$ cat src/rtl/pipe_pkg.sv
// Shared definitions for the P7 pipeline control slice.
//   md_start_e  : E-stage multiply/divide start codes
//   T_W         : width of the Tuse/Tnew timing fields
//   TUSE_NONE   : Tuse value meaning "operand never read"
//   EXC_VECTOR  : exception entry address, also used by the pipeline registers
//   src_hazard  : RAW check of one D-stage source against the E and M producers
package pipe_pkg;

  typedef enum logic [1:0] {
    MD_NONE = 2'd0,
    MD_MULT = 2'd1,
    MD_DIV  = 2'd2,
    MD_RSVD = 2'd3
  } md_start_e;

  localparam int unsigned    T_W        = 2;
  localparam logic [T_W-1:0] TUSE_NONE  = 2'd3;
  localparam logic [31:0]    EXC_VECTOR = 32'h0000_4180;

  // A producer only forces a stall if its result becomes forwardable later
  // than the consumer needs it. Tnew never exceeds 3, so Tuse=TUSE_NONE
  // can never stall. $zero is hard-wired and never a hazard.
  function automatic logic src_hazard(
    input logic [4:0]     src,
    input logic [T_W-1:0] tuse,
    input logic [4:0]     e_a3,
    input logic [T_W-1:0] e_tnew,
    input logic [4:0]     m_a3,
    input logic [T_W-1:0] m_tnew
  );
    return (src != 5'd0) &&
           (((e_a3 == src) && (e_tnew > tuse)) ||
            ((m_a3 == src) && (m_tnew > tuse)));
  endfunction

endpackage

$ cat src/rtl/md_busy_timer.sv
// Multiply/divide occupancy timer.
//   clk, reset : clock, synchronous active-high reset
//   req        : exception request; blocks new starts, counting continues
//   start      : E-stage MD start code (md_start_e)
//   busy       : MDU occupied (counter non-zero)
module md_busy_timer
  import pipe_pkg::*;
#(
  parameter int unsigned MULT_CYCLES = 5,
  parameter int unsigned DIV_CYCLES  = 10,
  parameter int unsigned CNT_W       = 4
) (
  input  logic       clk,
  input  logic       reset,
  input  logic       req,
  input  logic [1:0] start,
  output logic       busy
);

  logic [CNT_W-1:0] busy_cnt;

  // An operation already in flight always completes, even across an
  // exception; only the launch of a new one is suppressed by req.
  // A start while busy is illegal and simply dropped.
  always_ff @(posedge clk) begin
    if (reset) begin
      busy_cnt <= '0;
    end else if (req) begin
      if (busy_cnt != '0) busy_cnt <= busy_cnt - CNT_W'(1);
    end else if (start == MD_MULT && busy_cnt == '0) begin
      busy_cnt <= CNT_W'(MULT_CYCLES);
    end else if (start == MD_DIV && busy_cnt == '0) begin
      busy_cnt <= CNT_W'(DIV_CYCLES);
    end else if (busy_cnt != '0) begin
      busy_cnt <= busy_cnt - CNT_W'(1);
    end
  end

  assign busy = (busy_cnt != '0);

endmodule

$ cat src/rtl/pipe_ctrl.sv
// Hazard and stall scheduler for the five-stage P7 pipeline.
//   clk, reset                 : clock, synchronous active-high reset
//   D_rs/D_rt, D_Tuse_rs/_rt   : D-stage sources and their Tuse
//   E_A3/M_A3, E_Tnew/M_Tnew   : E/M destinations and their Tnew
//   D_is_md, E_md_start        : MDU users in D, MD start in E
//   D_eret, E/M_mtc0_epc       : eret vs pending EPC writes
//   Req                        : exception request, overrides all stalls
//   F_enable, D_enable         : pipeline register enables
//   E_freeze                   : bubble insert into E
//   md_busy                    : MDU occupied
//   stall_cnt                  : stalled-cycle performance counter
module pipe_ctrl
  import pipe_pkg::*;
#(
  parameter int unsigned MULT_CYCLES = 5,
  parameter int unsigned DIV_CYCLES  = 10,
  parameter int unsigned CNT_W       = 4
) (
  input  logic           clk,
  input  logic           reset,
  input  logic [4:0]     D_rs,
  input  logic [4:0]     D_rt,
  input  logic [T_W-1:0] D_Tuse_rs,
  input  logic [T_W-1:0] D_Tuse_rt,
  input  logic [4:0]     E_A3,
  input  logic [4:0]     M_A3,
  input  logic [T_W-1:0] E_Tnew,
  input  logic [T_W-1:0] M_Tnew,
  input  logic           D_is_md,
  input  logic [1:0]     E_md_start,
  input  logic           D_eret,
  input  logic           E_mtc0_epc,
  input  logic           M_mtc0_epc,
  input  logic           Req,
  output logic           F_enable,
  output logic           D_enable,
  output logic           E_freeze,
  output logic           md_busy,
  output logic [31:0]    stall_cnt
);

  logic stall_rs, stall_rt, stall_md, stall_eret, stall;
  logic md_starting;

  md_busy_timer #(
    .MULT_CYCLES (MULT_CYCLES),
    .DIV_CYCLES  (DIV_CYCLES),
    .CNT_W       (CNT_W)
  ) u_timer (
    .clk   (clk),
    .reset (reset),
    .req   (Req),
    .start (E_md_start),
    .busy  (md_busy)
  );

  assign stall_rs = src_hazard(D_rs, D_Tuse_rs, E_A3, E_Tnew, M_A3, M_Tnew);
  assign stall_rt = src_hazard(D_rt, D_Tuse_rt, E_A3, E_Tnew, M_A3, M_Tnew);

  // A start sitting in E makes the MDU busy from the next edge, so a D-stage
  // MD instruction must already wait this cycle. Reserved code is no start.
  assign md_starting = (E_md_start == MD_MULT) || (E_md_start == MD_DIV);
  assign stall_md    = D_is_md && (md_busy || md_starting);

  // eret must read the EPC value written by an older mtc0.
  assign stall_eret  = D_eret && (E_mtc0_epc || M_mtc0_epc);

  // Req wins so the flush to the exception vector is never held off.
  assign stall = (stall_rs || stall_rt || stall_md || stall_eret) && !Req;

  assign F_enable = !stall;
  assign D_enable = !stall;
  assign E_freeze = stall;

  always_ff @(posedge clk) begin
    if (reset)      stall_cnt <= '0;
    else if (stall) stall_cnt <= stall_cnt + 32'd1;
  end

endmodule
$ cat config.mk
export PLATFORM = sky130hd
export DESIGN_NAME = pipe_ctrl
export DESIGN_NICKNAME = d
export VERILOG_FILES = /design/src/rtl/pipe_pkg.sv /design/src/rtl/md_busy_timer.sv /design/src/rtl/pipe_ctrl.sv
export SDC_FILE = /design/constraint.sdc
export NUM_CORES = 1
export LEC_CHECK = 0
export BUFFER_PORTS_ARGS = -buffer_cell sky130_fd_sc_hd__buf_2
export CAP_MARGIN = 30
export CORE_ASPECT_RATIO = 0.5
export CORE_MARGIN = 2
export CORE_UTILIZATION = 30
export CTS_BUF_LIST = sky130_fd_sc_hd__clkbuf_4 sky130_fd_sc_hd__clkbuf_8
export DETAILED_ROUTE_END_ITERATION = 7
export PLACE_DENSITY = 0.58
export RECOVER_POWER = 50
export SYNTH_ARGS = -nofsm -noshare
export SYNTH_HDL_FRONTEND = slang
export SYNTH_SLANG_ARGS = --single-unit
$ cat constraint.sdc
create_clock -name clk -period 5.5 [get_ports clk]
set_clock_uncertainty 0.2 [all_clocks]
set_input_delay 0.275 -clock clk [delete_from_list [all_inputs] [get_ports clk]]
set_output_delay 0.275 -clock clk [all_outputs]
set_load 0.1 [all_outputs]
==> results by stage <==
Yosys:
- The count of yosys warnings during synthesis is 0.
- The net count of the mapped netlist is 330.
- The count of flip-flops with a built-in enable after synthesis is 0.
- The per-instance average area after synthesis is 8.14 µm².
- The most used flip-flop cell after synthesis is sky130_fd_sc_hd__dfxtp_1.
- Counting instances in the post-synthesis netlist gives the leading cell types as 36 x sky130_fd_sc_hd__dfxtp_1, 31 x sky130_fd_sc_hd__a21oi_1, 19 x sky130_fd_sc_hd__o21ai_0, 19 x sky130_fd_sc_hd__or3_1, 17 x sky130_fd_sc_hd__nand2_1.
- The area of the mapped netlist is 0.00229 mm².
- After synthesis, the cell types taking the most area are sky130_fd_sc_hd__dfxtp_1 32%, sky130_fd_sc_hd__a21oi_1 6.8%, sky130_fd_sc_hd__ha_1 6.6%, sky130_fd_sc_hd__or3_1 5.2%, sky130_fd_sc_hd__xor2_1 4.6%.
- Synthesis handed over a netlist of 281 instances.
- The fraction of registers with async set or reset after synthesis is 0.
- The dominant cell by count in the synthesized netlist is sky130_fd_sc_hd__dfxtp_1.
- Of all cell types, the one taking the most synthesized area is sky130_fd_sc_hd__dfxtp_1.
- The share of the Yosys chip area taken by registers is 0.315.
- The total of flip-flops plus latches after synthesis is 36.
- In this run, distinct cell masters in the synthesized netlist total 42.
- The share of synthesized area in the top cell type comes to 0.315.

Floorplan:
- The floorplan row count is 22.
- The starting density of the core is 0.311.
- Measured along the y axis, the die boundary spans 65.7 µm.
- The die covers 0.00838 mm².
- The core outline area is 0.00735 mm².
- Pin placement for this block handled 73 I/O pins.
- In this run the horizontal extent of the chip is 127 µm.

Drt:
- The remaining routing DRC violations is 0.
- The number of vias per cell after detailed routing is 5.08.
- The first routing iteration left 85 violations.
- Wires add up to 5.96 mm.
- The detailed-router iteration count before antenna repair is 4.
- The via count is 2275.
- In this run the remaining antenna-violating nets after routing total 0.
- Dividing the detail-routed wire length by the instance count gives 13.3 µm.

Setup path:
- The worst path arrival time is 2830 ps.
- STA classifies the critical path startpoint as a flip-flop.
- The most critical setup path has its startpoint at u_timer.busy_cnt[0].
- The startpoint identified for the worst register-to-register timing path is stall_cnt[2].
- The number of buffers and inverters on the critical path is 3.
- For the worst setup path, the data required time is 5030 ps.
- The sort of element at the end of the critical path is an output pin.
- Traced cell by cell, the critical path runs through inv_1 -> ha_1 -> nor3b_1 -> nand2_1 -> nand2_1 -> a21oi_1 -> nor3_2 -> buf_4 -> buf_2.
- Among all stages on the critical path, the largest delay is contributed by sky130_fd_sc_hd__buf_2.
- The largest fanout of any net on the critical path is 50.
- On the worst path, the slowest cell contributes a delay of 510 ps.
- Among the stages of the critical path, the cell type that occurs most often is sky130_fd_sc_hd__nand2_1.
- Grouping stages by cell kind, the critical path spends the most delay in buffers and inverters.
- The class of the most critical setup path is reg2out.

Place:
- The congestion estimate from routability-driven global placement came to 0.889.
- Counting tap cells, the placed design contains a total of 439 instances.
- The detailed-placement wirelength estimate is 4.48 mm.
- The number of port buffers is 72.

STA:
- At the pin with the least slew margin, the transition time is 1190 ps.
- The final-layout setup total negative slack is 0 ps.
- The number of failing hold endpoints at the final stage is 0.
- The highest clock frequency the design can meet is 0.303 GHz.
- Of the available clock period, the critical path in the final layout requires 0.601.
- Setup repair after global routing left no endpoint under its margin.
- The number of max-slew violations in the final report is 0.
- Setup violations remaining at the end of the flow were counted as 0.
- In this run the tightest slew margin relative to its limit is 0.212.
- The clock period could shrink to 3300 ps.

Power:
- Summed over all cells, the static leakage comes to 1.00 nW.
- After layout, the design draws a total of 785 µW.
- Across the VDD grid, the largest voltage drop is 92.5 µV.
- The power density over the cells is 279 mW/mm².

Min path:
- The path class of the tightest hold or removal check is in2reg.
- The worst hold path begins at Req.

Global routing:
- The initial antenna violation count is 0.
- The global-route usage over all layers is 0.145.
- Entering global routing, the biggest net connects 51 pins.
- The total overflow left after global routing is 0.
- The number of global-route vias before repair came to 2189.
- The global-route wire length before repair is 9.86 mm.

Layout:
- Once layout is complete, the cells apart from fillers number 448.
- The final layout contains 400 nets.
- The diode insertion count for antenna repair is 0.
- In the final layout, the share of cells above drive strength 1 is 0.182.
- Compared with the post-synthesis result, the final layout area differs by 22.8%.

Clocking:
- Gates resized during post-CTS repair numbered 0.
- The count of H-tree levels built during CTS is 2.
- The clock insertion delay at the later pin of the skew report is 290 ps.
- CTS saw 36 sinks.
- The number of buffers inserted by post-CTS setup repair is 0.
- The maximum clock path buffer count is 2.
- The register clock-pin slew on the reported worst setup and hold paths is 70 ps.
- Clock tree synthesis inserted a total of 5 buffers.
- After clock tree synthesis, the flow added hold-fix buffers numbering 0.
- The TritonCTS clock tree is built.
- The root buffer cell chosen for the clock tree is sky130_fd_sc_hd__clkbuf_8.

Run status:
- The flow ran to the end, and the final reports show no timing, DRC or antenna violations.

Flow run:
- The number of maximum-capacitance violations is 0.
[final timing paths]
check                                      endpoint  slack (ps)  cells past startpoint
worst max-delay path                       D_enable        2200                      9
worst min register to register         stall_cnt[3]         300                      2
worst max register to register        stall_cnt[23]        2530                      8
worst min-delay path            u_timer.busy_cnt[3]         200                      4
[area by class of cell]
type / count / area [µm²]
multi-input cells: 219 / 1470
flip-flops and latches: 36 / 721
repair buffers: 74 / 333
inverters: 15 / 56.3
clock inverters: 2 / 35.0
clock buffers: 6 / 76.3
fillers: 762 / 4540
well taps: 96 / 120
[logic make-up after synthesis]
family | share of synthesized area
compound gates | 0.179
xor+xnor | 0.0881
fa+ha+maj | 0.0656
buf+inv | 0.0454
flops | 0.315
mux | 0.0191
simple gates | 0.288
[power breakdown]
group	internal, mW	switching (mW)	total (mW)	leakage, nW
sequential	0.276	0.0144	0.291	0.291
combinational	0.0703	0.185	0.255	0.653
clock	0.140	0.0995	0.239	0.0586
total	0.486	0.299	0.785	1.00
[layer usage]
layer,GRT usage,share of wire,wire (µm)
met5,0,0,0
met4,0.0453,0.0074,44
met3,0.0228,0.034,205
met2,0.253,0.47,2790
met1,0.186,0.49,2910
[flip-flops by register name (all words and copies together), names as in the netlist]
signal and cells:
u_timer.busy_cnt 4, stall_cnt 32
[per-stage QoR]
| stage | setup slack, ps | cell area [µm²] | hold WS (ps) | utilization |
|---|---|---|---|---|
| floorplan | 2130 | 2290 | 271 | - |
| global placement | 2430 | 2730 | 277 | 0.372 |
| detailed placement | 2270 | 2730 | 281 | 0.372 |
| CTS | 2180 | 2840 | 206 | 0.387 |
| global route | 1900 | 2810 | 259 | 0.382 |
| finish | 2200 | 2810 | 205 | 0.382 |
[placed cells by master (no fill, tap or decap), drive strengths merged]
master and count:
o31ai 10, dfxtp 36, nor3 8, and2 1, nand2b 2, a21oi 31, o221a 1, inv 15
xor2 12, and3 3, mux2 3, nor3b 1, nand2 17, clkbuf 39, bufinv 1, nand4 12
o2111ai 2, a211oi 1, xnor2 11, mux2i 1, nor4 3, o21ai 19, or3 20, clkinv 1
o311ai 1, buf 41, nor2 13, ha 12, a2111oi 1, or4 11, a221oi 2, or2 1
and4 3, nand3 8, nor2b 9
[worst reg2reg max path: cells and delay by family (launching register included)]
| family | cells | cell delay [ps] |
|---|---|---|
| flops | 1 | 400 |
| simple gates | 5 | 1710 |
| compound gates | 2 | 400 |
| buf+inv | 1 | 210 |
Note: power is estimated with default switching activity, not from simulation.
